## src/rtl/bucket_write_packer.sv

```systemverilog
// bucket_write_packer
//   Collects address-contiguous 32-bit bucket words into a local buffer. When a
//   burst closes, it pushes one header word and then the buffered data words
//   into BucketWriteFIFO, so the PSRAM sees long bursts.
//   Each word covers two halfwords, so contiguous words step the address by 2.
// Ports
//   clk75, rst_n                  clock, async active-low reset
//   in_valid/in_ready/in_data/in_addr  upstream word stream (valid/ready)
//   in_flush                      one-cycle pulse, closes the open burst
//   BucketWriteFIFO_WriteData/_push/_full  FIFO write side
//   busy                          high whenever state is not IDLE
module bucket_write_packer #(
  parameter int MAX_WORDS = 16,   // 1..63
  parameter int TIMEOUT   = 64    // 1..1023
) (
  input  logic        clk75,
  input  logic        rst_n,
  input  logic        in_valid,
  output logic        in_ready,
  input  logic [31:0] in_data,
  input  logic [22:0] in_addr,
  input  logic        in_flush,
  output logic [31:0] BucketWriteFIFO_WriteData,
  output logic        BucketWriteFIFO_push,
  input  logic        BucketWriteFIFO_full,
  output logic        busy
);

  localparam int         AW      = (MAX_WORDS > 1) ? $clog2(MAX_WORDS) : 1;
  localparam int         DEPTH   = 1 << AW;
  localparam logic [5:0] MAX_W   = 6'(MAX_WORDS);
  localparam logic [9:0] TO_LAST = 10'(TIMEOUT - 1);

  typedef enum logic [1:0] {IDLE, COLLECT, HDR, DATA} state_t;

  typedef struct packed {
    logic        rsv1;
    logic [6:0]  hwCount;   // halfword count = 2 * words
    logic        rsv0;
    logic [22:0] base;
  } hdr_t;

  state_t      state;
  logic [5:0]  count;
  logic [5:0]  rdPtr;
  logic [22:0] base;
  logic [22:0] expAddr;
  logic [9:0]  idleCnt;
  logic [31:0] wordBuf [DEPTH];
  logic        accept;
  logic        closeReq;
  logic        push;
  hdr_t        hdr;

  // Next contiguous address; wraps naturally at 2^23.
  assign expAddr = base + {16'd0, count, 1'b0};

  assign closeReq = in_flush || (in_valid && (in_addr != expAddr)) ||
                    (count == MAX_W) || (idleCnt == TO_LAST);

  // Gated by rst_n so the upstream sees no ready while reset is held.
  always_comb begin
    in_ready = 1'b0;
    case (state)
      IDLE:    in_ready = 1'b1;
      COLLECT: in_ready = in_valid && (in_addr == expAddr) && (count < MAX_W) && !in_flush;
      default: in_ready = 1'b0;
    endcase
    in_ready = in_ready && rst_n;
  end

  assign accept = in_valid && in_ready;
  assign push   = ((state == HDR) || (state == DATA)) && !BucketWriteFIFO_full;
  assign busy   = (state != IDLE);

  assign hdr = '{rsv1: 1'b0, hwCount: {count, 1'b0}, rsv0: 1'b0, base: base};

  always_comb begin
    BucketWriteFIFO_WriteData = '0;
    case (state)
      HDR:     BucketWriteFIFO_WriteData = hdr;
      DATA:    BucketWriteFIFO_WriteData = wordBuf[rdPtr[AW-1:0]];
      default: BucketWriteFIFO_WriteData = '0;
    endcase
  end
  assign BucketWriteFIFO_push = push;

  // Data buffer needs no reset: only entries below count are ever read.
  always_ff @(posedge clk75) begin
    if (accept) wordBuf[(state == IDLE) ? '0 : count[AW-1:0]] <= in_data;
  end

  always_ff @(posedge clk75 or negedge rst_n) begin
    if (!rst_n) begin
      state   <= IDLE;
      count   <= '0;
      rdPtr   <= '0;
      base    <= '0;
      idleCnt <= '0;
    end else begin
      case (state)
        IDLE: begin
          if (accept) begin
            base    <= in_addr;
            count   <= 6'd1;
            idleCnt <= '0;
            state   <= COLLECT;
          end
        end
        COLLECT: begin
          // A word accepted on the timeout cycle still joins this burst.
          if (accept) begin
            count   <= count + 6'd1;
            idleCnt <= '0;
          end else begin
            idleCnt <= idleCnt + 10'd1;
          end
          if (closeReq) state <= HDR;
        end
        HDR: begin
          if (push) begin
            rdPtr <= '0;
            state <= DATA;
          end
        end
        DATA: begin
          if (push) begin
            rdPtr <= rdPtr + 6'd1;
            if (rdPtr == count - 6'd1) state <= IDLE;
          end
        end
        default: state <= IDLE;
      endcase
    end
  end

endmodule

```

## config.mk

```make
export PLATFORM = sky130hd
export DESIGN_NAME = bucket_write_packer
export DESIGN_NICKNAME = d
export VERILOG_FILES = /design/src/rtl/bucket_write_packer.sv
export SDC_FILE = /design/constraint.sdc
export NUM_CORES = 1
export LEC_CHECK = 0
export CAP_MARGIN = 20
export CORE_MARGIN = 5
export CORE_UTILIZATION = 45
export DETAILED_ROUTE_END_ITERATION = 16
export PLACE_DENSITY_LB_ADDON = 0.08
export SLEW_MARGIN = 20
export SYNTH_ARGS = -nofsm -noshare
export SYNTH_HDL_FRONTEND = slang
export SYNTH_SLANG_ARGS = --single-unit
```

## constraint.sdc

```tcl
create_clock -name clk75 -period 18 [get_ports clk75]
set_input_delay 4.5 -clock clk75 [delete_from_list [all_inputs] [get_ports clk75]]
set_output_delay 4.5 -clock clk75 [all_outputs]
set_load 0.005 [all_outputs]
```

**Yosys cells after proc, flatten, opt, wreduce, memory -nomap -nowiden**

Memory sizes are Yosys's and may differ from the RTL's.
Cells that the tools add are included.

- Add/sub/neg operators: 5
- Eq/ne operators: 14
- Reduce and logical (&&, ||, !) cells: 22
- $lt $le $gt $ge: 1
- Muxes and demuxes: 20

Operator list:

| operator | number |
|---|---|
| one-hot mux 32 bit (2 select lines) | 1 |
| two-way mux 6 bit | 4 |
| one-hot mux 6 bit (2 select lines) | 2 |
| adder 23 x 7 -> 23 bit | 1 |
| equality test 23 bit | 1 |
| != test 23 bit | 1 |
| two-way mux 10 bit | 2 |
| one-hot mux 10 bit (2 select lines) | 1 |
| adder 6 x 1 -> 6 bit (second input constant) | 2 |
| adder 10 x 1 -> 10 bit (second input constant) | 1 |
| equality test 10 x 6 -> 1 bit (second input constant) | 1 |
| two-way mux 2 bit | 5 |
| != test 2 bit (second input constant) | 5 |
| one-hot mux 2 bit (4 select lines) | 1 |
| logical AND 1 bit | 7 |
| equality test 6 x 5 -> 1 bit (second input constant) | 1 |
| equality test 6 bit | 1 |
| < comparator 6 x 5 -> 1 bit (second input constant) | 1 |
| AND reduction 3 bit | 2 |
| nonzero test 2 bit | 3 |
| subtractor 6 x 1 -> 6 bit (second input constant) | 1 |
| AND reduction 5 bit | 1 |
| equality test 2 bit (second input constant) | 2 |
| logical OR 1 bit | 4 |
| 8 further kinds | 11 |

- Memories kept: 1
- Bits in writable memories: 512
- Input bits: 60
- Register bits: 47

Memories:

| name | words | width | read ports | clocked after memory_dff | wr ports | line | source |
|---|---|---|---|---|---|---|---|
| wordBuf | 16 | 32 | 1 | 0 | 1 | 49 | `logic [31:0] wordBuf [DEPTH];` |

**Logic depth before layout (Yosys ltp)**

- Word-level depth: 10
- Depth in mapped cells: 13
- Gate-level depth less buffers: 11

**Worst setup path after synthesis**

OpenSTA, ideal clock, no wires.

- Kind: in2out
- From: in in_addr[6]
- To: out in_ready
- Stages: 7
- Arrival: 6.004 ns
- Data required time: 13.500 ns
- Path buffers: 0
- Path slack: 7.496 ns
- Cell sequence: xor2_1 -> or4_1 -> a221oi_1 -> and4_1 -> o2111a_1 -> nand2_1 -> nand2_1

- Word-level cells in the longest chain between the ends: 6

Ends and longest elaborated chain:

| element | line | source |
|---|---|---|
| start: declaration | 21 | `input logic [22:0] in_addr,` |
| equality test 23 bit | 66 | `COLLECT: in_ready = in_valid && (in_addr == expAddr) && (count < MAX_W) && !in_flush;` |
| logical AND 1 bit (3 in a row) | 66 |  |
| one-hot mux 1 bit (2 select lines) | 64 | `case (state)` |
| logical AND 1 bit | 69 | `in_ready = in_ready && rst_n;` |
| end: declaration | 19 | `output logic in_ready,` |

Every way passes these cells.

**Worst setup path after layout**

- From: in in_addr[0]
- To: out in_ready

Same word-level chain as after synthesis.

==> run metrics <==
share of the yosys chip area belonging to registers=71.9%; number of flip-flops and latches in the synthesized netlist=around 560; part of the power in registers=42.4%; DR iter-0 viols=between 1k and 1.5k; gr usage total=between 20% and 30%; power after layout=3.75 mW; global placement routability congestion=0.865; crit end category=primary output; clock tree root buffer cell=sky130_fd_sc_hd__clkbuf_16; WP data required=13500 ps; dominant register cell in the synthesized netlist=sky130_fd_sc_hd__edfxtp_1; Hold-fix buffers, CTS=0; combinational cell fraction of total power=27.0%; number of synthesized flops with an enable pin=between 500 and 600; class of the worst hold path=register to register; Max Fclk=0.0840 GHz; final max-slew violation count=0; Synth Warn #=0; # placed instances=1888; Max clock buf depth=3; Net Sw Power=about 1.1 mW; DIE AREA=55800 um2; Sum Neg Setup Slack=0 ps; total inserted antenna cells=0; fin util=53.0%; wire per inst=29.2 um; Mapped Cells=approximately 1.2k; pwr/cell area=~140 nW/um2; standard cell core area=50400 um2; number of sinks driven by the clock tree=559; ports placed on the boundary=95; leakage power=8.43 nW; worst setup skew after layout=23.6 ps; final wirelength=a little under 60000 um; setup-violating endpoint count in the final report=0; number of nets with antenna violations after routing=0; iteration count of the initial detailed-routing pass=5; startpoint types=input pin; final design instance area without fill=26700 um2; internal power component=2.66 mW; final critical path time including I/O delays and setup=11900 ps; clock slew seen by the registers of the worst setup and hold paths=60 ps; GRT Residual Overflow=0; Layout Nets=1352; peak supply drop=~0.074 mV; mean post-synth cell area=19.9 um2; Critical path origin=in_addr[0]; area delta synth->final=15.9%; number of global-route vias before repair=between 10k and 15k; vias per std cell=roughly 6.0; number of gates resized after CTS=0; Die Y-Extent=236 um; Syn Std Cell Area=23000 um2; arrival time of data at the critical path endpoint=7400 ps; transition at the pin with the smallest max-transition slack=~1000 ps; wire length of the first global-routing pass=85300 um; largest net degree at the start of global routing=63; HPWL after DPL=32100 um; final standard cell count with taps included and fillers excluded=1988; WS Path Type=input pin to primary output; fin worst setup slack=6100 ps; clock insertion delay at the later pin of the skew report=620 ps; CTS tree=built; via count=11.9k; Post-Place Cell Area=24900 um2; Final Hold Fails=0; beginning of the worst register-to-register path=count[0]$_DFFE_PN0P_; worst rel slew slack=between 30% and 40%; worst-case setup slack after placement=6120 ps; RSZ-0062 raised after global routing=no; share of synthesized flip-flops with an asynchronous set or reset=8.41%; count of maximum capacitance violations=0; Post-Syn Nets=1231; number of buffers created by CTS=58; clock network power share=between 30% and 40%; starting utilization of the core area=between 40 and 50%; worst-case hold slack=540 ps; number of library cell types mapped by synthesis=68; # port buffers=94; num rows=82; final period utilization=66.1%; most common library cell in the layout ignoring fill and taps=sky130_fd_sc_hd__edfxtp_1; H-tree depth=2; x dimension of the die=236 um; layout cells sized above 1=24.1%; setup repair bufs after CTS=0; number of antenna violations at the first check in global routing=1; cell type contributing the most total cell area after synthesis=sky130_fd_sc_hd__edfxtp_1; hold_sp=idleCnt[0]$_DFFE_PN0P_; highest-count cells in the layout ignoring fill and taps=sky130_fd_sc_hd__edfxtp_1 (512), sky130_fd_sc_hd__mux4_2 (160), sky130_fd_sc_hd__clkdlybuf4s50_1 (93), sky130_fd_sc_hd__clkbuf_16 (59), sky130_fd_sc_hd__dfrtp_1 (43); biggest area contributors in the synthesized netlist=sky130_fd_sc_hd__edfxtp_1 (67%), sky130_fd_sc_hd__mux4_2 (16%), sky130_fd_sc_hd__dfrtp_1 (5.1%), sky130_fd_sc_hd__a22o_1 (1.1%), sky130_fd_sc_hd__mux2_2 (1.1%); result of the run=completed; count of unresolved DRC violations after routing=0; maximum fanout encountered on the critical timing path=7; Net Sw Frac=~29%; Synth top area share=66.8%
-- critical path: stages --
cell and delay (ps):
sky130_fd_sc_hd__clkdlybuf4s50_1 430, sky130_fd_sc_hd__xor2_1 150, sky130_fd_sc_hd__nor3_1 240, sky130_fd_sc_hd__o311ai_0 190, sky130_fd_sc_hd__a2111oi_0 400, sky130_fd_sc_hd__and4_1 280, sky130_fd_sc_hd__o2111a_1 290, sky130_fd_sc_hd__nand2_1 120
sky130_fd_sc_hd__nand2_1 230, sky130_fd_sc_hd__clkdlybuf4s50_1 550
-- per-layer routing --
layer,global-route usage (%),vias to the layer above,wire length (um)
met5,0,-,13
met4,4.02,2,910
met3,3.83,74,3280
met2,32.7,339,27700
met1,30.9,6390,26100
li1,-,5055,-
-- layout make-up --
class	instances	area (um2)
flip-flops and latches	559	16600
clock buffers	76	1540
clock inverters	24	251
inverters	14	52.6
fillers	3969	23700
multi-input cells	516	6250
repair buffers	127	1180
well taps	672	841
-- state kept, by name (all words and copies together) (netlist names) --
signal and count:
idleCnt 10, base 23, wordBuf 512, count 6, rdPtr 6, state 2
-- Yosys cell counts (6+ instances only) --
| cell | number |
|---|---|
| sky130_fd_sc_hd__a22o_1 | 30 |
| sky130_fd_sc_hd__nor4_1 | 12 |
| sky130_fd_sc_hd__mux4_2 | 160 |
| sky130_fd_sc_hd__xnor2_1 | 19 |
| sky130_fd_sc_hd__edfxtp_1 | 512 |
| sky130_fd_sc_hd__nand3_1 | 26 |
| sky130_fd_sc_hd__buf_1 | 16 |
| sky130_fd_sc_hd__nor2b_1 | 7 |
| sky130_fd_sc_hd__xor2_1 | 24 |
| sky130_fd_sc_hd__clkbuf_1 | 41 |
| sky130_fd_sc_hd__and3_1 | 6 |
| sky130_fd_sc_hd__nor2_1 | 24 |
| sky130_fd_sc_hd__o21ai_0 | 17 |
| sky130_fd_sc_hd__dfrtp_1 | 47 |
| sky130_fd_sc_hd__inv_1 | 13 |
| sky130_fd_sc_hd__ha_1 | 15 |
| sky130_fd_sc_hd__nor3_1 | 13 |
| sky130_fd_sc_hd__nand2_1 | 33 |
| sky130_fd_sc_hd__a21oi_1 | 25 |
| sky130_fd_sc_hd__mux2_2 | 22 |
-- power groups by stage --
stage	sequential [mW]	combinational (mW)	clock [mW]
after floorplan	1.54	0.696	0
after global placement	1.61	1.02	0
after detailed placement	1.62	1.02	0
after CTS	1.59	1.02	1.17
after global routing	1.60	1.09	1.23
final	1.59	1.01	1.15
-- final timing paths --
path | end | slack [ps] | depth (start not counted)
max | in_ready | 6100 | 10
min | idleCnt[0]$_DFFE_PN0P_ | 540 | 1
max reg2reg | wordBuf[12][1]$_DFFE_PP_ | 12320 | 12
min reg2reg | idleCnt[0]$_DFFE_PN0P_ | 540 | 1
max in group asynchronous | rdPtr[0]$_DFFE_PN0P_ | 13480 | 2
min in group asynchronous | rdPtr[2]$_DFFE_PN0P_ | 4010 | 2
-- logic make-up (layout without fill, tap and decap cells) --
logic type,after synthesis,after routing,synth area share (%)
AO/OA/AOI/OAI,116,116,3.69
XOR/XNOR,43,43,1.64
adder cells (fa/ha/maj),16,16,0.902
buffers and inverters,80,241,1.41
flip-flops,559,559,71.9
multiplexers,186,186,16.9
AND/OR/NAND/NOR,155,155,3.56
No activity file was read; power rests on OpenSTA's default activity.
